<file path="config.mk">
export PLATFORM = sky130hd
export DESIGN_NAME = reg_control
export DESIGN_NICKNAME = d
export VERILOG_FILES = /design/src/rtl/reg_control.sv
export SDC_FILE = /design/constraint.sdc
export NUM_CORES = 1
export LEC_CHECK = 0
export ABC_AREA = 1
export CAP_MARGIN = 20
export CORE_MARGIN = 2
export CORE_UTILIZATION = 30
export CTS_CLUSTER_DIAMETER = 30
export CTS_CLUSTER_SIZE = 24
export DETAILED_ROUTE_END_ITERATION = 10
export GPL_TIMING_DRIVEN = 0
export PLACE_DENSITY = 0.7
export SLEW_MARGIN = 20
export SYNTH_ARGS = -nofsm -noshare
export SYNTH_HDL_FRONTEND = slang
export SYNTH_SLANG_ARGS = --single-unit
export TNS_END_PERCENT = 5
</file>
<file path="constraint.sdc">
create_clock -name clk -period 0.8 [get_ports clk]
set_clock_uncertainty 0.15 [all_clocks]
set_input_delay 0.08 -clock clk [delete_from_list [all_inputs] [get_ports clk]]
set_output_delay 0.08 -clock clk [all_outputs]
set_load 0.01 [all_outputs]
</file>
<file path="src/rtl/reg_control.sv">
// ---------------------------------------------------------------------------
// reg_control
// Pipeline control-signal register for the vector CPU (e.g. decode->execute).
// Captures the decoded control bundle on every rising clk edge with en=1,
// holds it while the stage is stalled (en=0), and clears it asynchronously
// while reset is high. Every output comes straight from a flop.
//
// Ports (positional order is fixed because instances connect by position):
//   clk            in   clock, rising edge
//   en             in   load enable (1 = capture, 0 = hold)
//   reset          in   asynchronous active-high clear of all outputs
//   d_cl_alu_st    in   ALU-stage select bit
//   d_cl_mem_st    in   memory-stage select bit
//   d_cl_shift_op  in   shift-operation select
//   d_cl_mem_op    in   memory op code          [MEM_OP_W]
//   d_cl_esc_wr    in   scalar RF write control [WR_W]
//   d_cl_vec_wr    in   vector RF write control [WR_W]
//   d_cl_alu_op    in   ALU op code             [ALU_OP_W]
//   q_cl_*         out  registered copies of the matching d_cl_* inputs
// ---------------------------------------------------------------------------
module reg_control #(
    parameter int MEM_OP_W = 2,
    parameter int WR_W     = 2,
    parameter int ALU_OP_W = 4
) (
    input  logic                clk,
    input  logic                en,
    input  logic                reset,
    input  logic                d_cl_alu_st,
    input  logic                d_cl_mem_st,
    input  logic                d_cl_shift_op,
    input  logic [MEM_OP_W-1:0] d_cl_mem_op,
    input  logic [WR_W-1:0]     d_cl_esc_wr,
    input  logic [WR_W-1:0]     d_cl_vec_wr,
    input  logic [ALU_OP_W-1:0] d_cl_alu_op,
    output logic                q_cl_alu_st,
    output logic                q_cl_mem_st,
    output logic                q_cl_shift_op,
    output logic [MEM_OP_W-1:0] q_cl_mem_op,
    output logic [WR_W-1:0]     q_cl_esc_wr,
    output logic [WR_W-1:0]     q_cl_vec_wr,
    output logic [ALU_OP_W-1:0] q_cl_alu_op
);

    logic                alu_st_d,   alu_st_q;
    logic                mem_st_d,   mem_st_q;
    logic                shift_op_d, shift_op_q;
    logic [MEM_OP_W-1:0] mem_op_d,   mem_op_q;
    logic [WR_W-1:0]     esc_wr_d,   esc_wr_q;
    logic [WR_W-1:0]     vec_wr_d,   vec_wr_q;
    logic [ALU_OP_W-1:0] alu_op_d,   alu_op_q;

    // Next state: one shared enable, so the bundle is loaded whole or not at
    // all; fields pass through without any extension or recombination.
    always_comb begin
        alu_st_d   = alu_st_q;
        mem_st_d   = mem_st_q;
        shift_op_d = shift_op_q;
        mem_op_d   = mem_op_q;
        esc_wr_d   = esc_wr_q;
        vec_wr_d   = vec_wr_q;
        alu_op_d   = alu_op_q;
        if (en) begin
            alu_st_d   = d_cl_alu_st;
            mem_st_d   = d_cl_mem_st;
            shift_op_d = d_cl_shift_op;
            mem_op_d   = d_cl_mem_op;
            esc_wr_d   = d_cl_esc_wr;
            vec_wr_d   = d_cl_vec_wr;
            alu_op_d   = d_cl_alu_op;
        end
    end

    // Reset is asynchronous and dominates en, so data presented in a cycle
    // where reset is high is never captured.
    always_ff @(posedge clk or posedge reset) begin
        if (reset) begin
            alu_st_q   <= 1'b0;
            mem_st_q   <= 1'b0;
            shift_op_q <= 1'b0;
            mem_op_q   <= '0;
            esc_wr_q   <= '0;
            vec_wr_q   <= '0;
            alu_op_q   <= '0;
        end else begin
            alu_st_q   <= alu_st_d;
            mem_st_q   <= mem_st_d;
            shift_op_q <= shift_op_d;
            mem_op_q   <= mem_op_d;
            esc_wr_q   <= esc_wr_d;
            vec_wr_q   <= vec_wr_d;
            alu_op_q   <= alu_op_d;
        end
    end

    assign q_cl_alu_st   = alu_st_q;
    assign q_cl_mem_st   = mem_st_q;
    assign q_cl_shift_op = shift_op_q;
    assign q_cl_mem_op   = mem_op_q;
    assign q_cl_esc_wr   = esc_wr_q;
    assign q_cl_vec_wr   = vec_wr_q;
    assign q_cl_alu_op   = alu_op_q;

endmodule

</file>
# Word level (Yosys, flattened, before mapping)
# Index checks and enable logic that the tools add are counted.
dict set report word_totals {
  memories 0
  out_inout_bits 13
  ram_bits 0
  word_cells 7
  latchBits 0
  in_bits 16
  rom_bits 0
  register_bits 13
}
dict set report classes {
  addsub 0
  eq_ne 0
  n_lt_le_gt_ge 0
  n_mul 0
  muxes 0
  bitwise 0
  n_reduce_logical 0
  shift 0
  n_div 0
}

# Longest topological paths before layout
dict set report logic_depth {
  depth_word 0
  ltp_mapped 4
  depth_no_buf 3
}

# Worst setup path before layout
# OpenSTA, ideal clock, no wires.
dict set report synth_path {
  path_type {reg-to-reg}
  startpoint {register, netlist name q_cl_alu_op[0]}
  endpoint {register alu_op_q[0], in the netlist q_cl_alu_op[0]}
  setup_ns 0.117
  required_time_ns 0.533
  n_path_buf 0
  arrival_time_ns 0.499
  setup_slack_ns 0.035
  path_stages_with_launch 3
  period_less_slack_ns 0.765
  cell_sequence {dfrtp_1 -> nand2_1 -> nand2_1}
}
# item line_no
set synth_rtl {}
lappend synth_rtl {{to (signal assigned)} 92} ;# alu_op_q <= alu_op_d;
lappend synth_rtl {{to (decl)} 51} ;# logic [ALU_OP_W-1:0] alu_op_d, alu_op_q;

# Worst setup path in the final report
dict set report layout_path {
  startpoint {register mem_op_q[1], in the netlist q_cl_mem_op[1]}
  endpoint {output port q_cl_mem_op[1]}
}
# item line_no
set layout_rtl {}
lappend layout_rtl {{from (decl)} 48} ;# logic [MEM_OP_W-1:0] mem_op_d, mem_op_q;
lappend layout_rtl {{from (signal assigned)} 89} ;# mem_op_q <= mem_op_d;
lappend layout_rtl {{to (decl)} 39} ;# output logic [MEM_OP_W-1:0] q_cl_mem_op,
# No word-level cell between the ends.

==> metrics.csv <==
metric,value,unit
status,"finished, violations left",
violations,"hold timing, setup timing",
nets,108,
synth_area,498,µm²
powerDensity,1820,nW/µm²
finalHoldViolCount,13,
slew_headroom,67.6,%
antenna_found_initial,0,
die_h,44.7,µm
timing.rr.start,q_cl_mem_st$_DFFE_PP0P_,
grt_max_degree,14,
utilization,51.4,%
cp_slowest_stage_delay,0.39,ns
io_buffers,28,
slew_violations,0,
regArea,325,µm²
dp_hpwl,750,µm
die-area,2000,µm²
overflow,0,
fillers,140,
setup_viol,16,
area_growth_syn_to_layout,57.3,%
place.gp.congestion,0.622,
cts_tree,yes,
cp_slowest_cell,dfrtp_1,
grt_pass1_vias,440,
regToRegEndpoint,q_cl_mem_st$_DFFE_PP0P_,
synth_cells,56,
arrival,0.80,ns
irDropWorstVdd,904,µV
cts.path.max_buffers,2,
antenna_cells,0,
tightestPinTransition,0.485,ns
yosysSeqAreaShare,65.3,%
grt_usage,11.8,%
routed_via_density,4.33,
boundaryPins,29,
maxCapViolCount,0,
cts_root_buffer,clkbuf_4,
hp-class,in2async,
netlist-cell-type-count,6,
setup_slack,-0.227,ns
dr_total_vias,463,
yosysWarnings,0,
critPathBufInv,1,
cts_sinks,13,
cp_max_fo,2,
core,1520,µm²
clk_pin_slew_worst_paths,0.08,ns
wl_per_cell,9.93,µm
critical_path_depth,1,
cp_top_family,flip-flops,
layout-drive-gt1-share,25.3,%
max_freq,973,MHz
antenna_left,0,
rsz0062_at_grt,true,
r2r_slack,-0.06,ns
start_util,32.7,%
p_leak,0.000438,µW
worstPathCellList,buf_2,
drt_iter0_drc,10,
multiInputGateArea,149,µm²
end_kind,output port,
reg2reg_depth,3,
std_cell_rows,14,
routed_wl,1.06,mm
die_w,44.7,µm
synth-seq-cells,13,
place_ws,-0.438,ns
drt_pass1_iterations,4,
path_class,reg2out,
numCtsBuffers,3,
whs,-0.0285,ns
drc,0,
critPathLaunchType,register,
htreeDepth,1,
final.setup.tns,-3.01,ns
cp.required,0.57,ns
avgSynthCellArea,8.89,µm²
fin_crit_sh,128,%
period_needed,1.03,ns
clkLatencyLatePin,0.27,ns
grt_pass1_wl,1.73,mm
syn-num-nets,72,
## cell usage after synthesis (all sizes together)
cell | n | area [µm²]
nand2 | 39 | 146
dfrtp | 13 | 325
buf | 2 | 18.8
inv | 2 | 7.50
## repair_timing
action | 4_1_cts | 5_1_grt
endpoints found under the hold margin | 13 | 0
setup buffers | 2 | 1
setup endpoints to repair | 24 | 15
resized for setup | 53 | 1
## layout by cell type, fill, tap and decap left out
cell / count
clkbuf_4: 3
clkbuf_1: 1
inv_1: 1
dfrtp_1: 13
clkdlybuf4s50_1: 14
dlygate4sd2_1: 1
buf_6: 1
inv_2: 1
buf_4: 4
nand2_1: 38
buf_2: 13
nand2_2: 1
## where the power goes
group | switching, µW | internal [µW]
logic | 126 | 151
clock network | 213 | 193
registers | 26.7 | 714
total | 365 | 1060
## layout make-up
type,count,share of cell area [%]
clock buffer,4,3.35
multi-input combinational,39,19.0
tap,16,2.56
inverter,2,0.958
buffer,2,2.40
timing repair buffer,31,30.2
sequential,13,41.5
## sequential cells by signal, summed over array words and instances (netlist names)
| register | flops |
|---|---|
| q_cl_mem_st | 1 |
| q_cl_esc_wr | 2 |
| q_cl_mem_op | 2 |
| q_cl_vec_wr | 2 |
| q_cl_alu_op | 4 |
| q_cl_shift_op | 1 |
| q_cl_alu_st | 1 |
## cell families (layout without fill, tap and decap cells)
family / count (synthesis) / in the layout / share of synthesized area [%]
simple gates: 39 / 39 / 29.4
buf+inv: 4 / 39 / 5.28
flops: 13 / 13 / 65.3
## how the worst max path moves through the flow
stage | startpoint | endpoint | slack, ns
finish | q_cl_mem_op[1]$_DFFE_PP0P_ | q_cl_mem_op[1] | -0.23
global route | q_cl_mem_op[1]$_DFFE_PP0P_ | q_cl_mem_op[1] | -0.26
CTS | q_cl_mem_op[1]$_DFFE_PP0P_ | q_cl_mem_op[1] | -0.24
detailed placement | en | q_cl_mem_st$_DFFE_PP0P_ | -0.44
global placement | en | q_cl_alu_op[0]$_DFFE_PP0P_ | -0.43
floorplan | q_cl_alu_op[0]$_DFFE_PP0P_ | q_cl_alu_op[0]$_DFFE_PP0P_ | 0.03
## layer usage
metal / track usage [%] / routed length, µm
met1: 14.9 / 453
met2: 18.3 / 520
met3: 2.80 / 81
met4: 7.27 / 7
met5: 0 / 0
## through the flow
step | total power, µW | instance area (µm²) | cells
finish | 1420 | 783 | 107
global route | 1500 | 783 | 107
CTS | 1430 | 773 | 106
detailed placement | 1080 | 798 | 100
global placement | 1070 | 798 | 100
floorplan | 867 | 498 | 56
No activity file was read; power rests on OpenSTA's default activity.
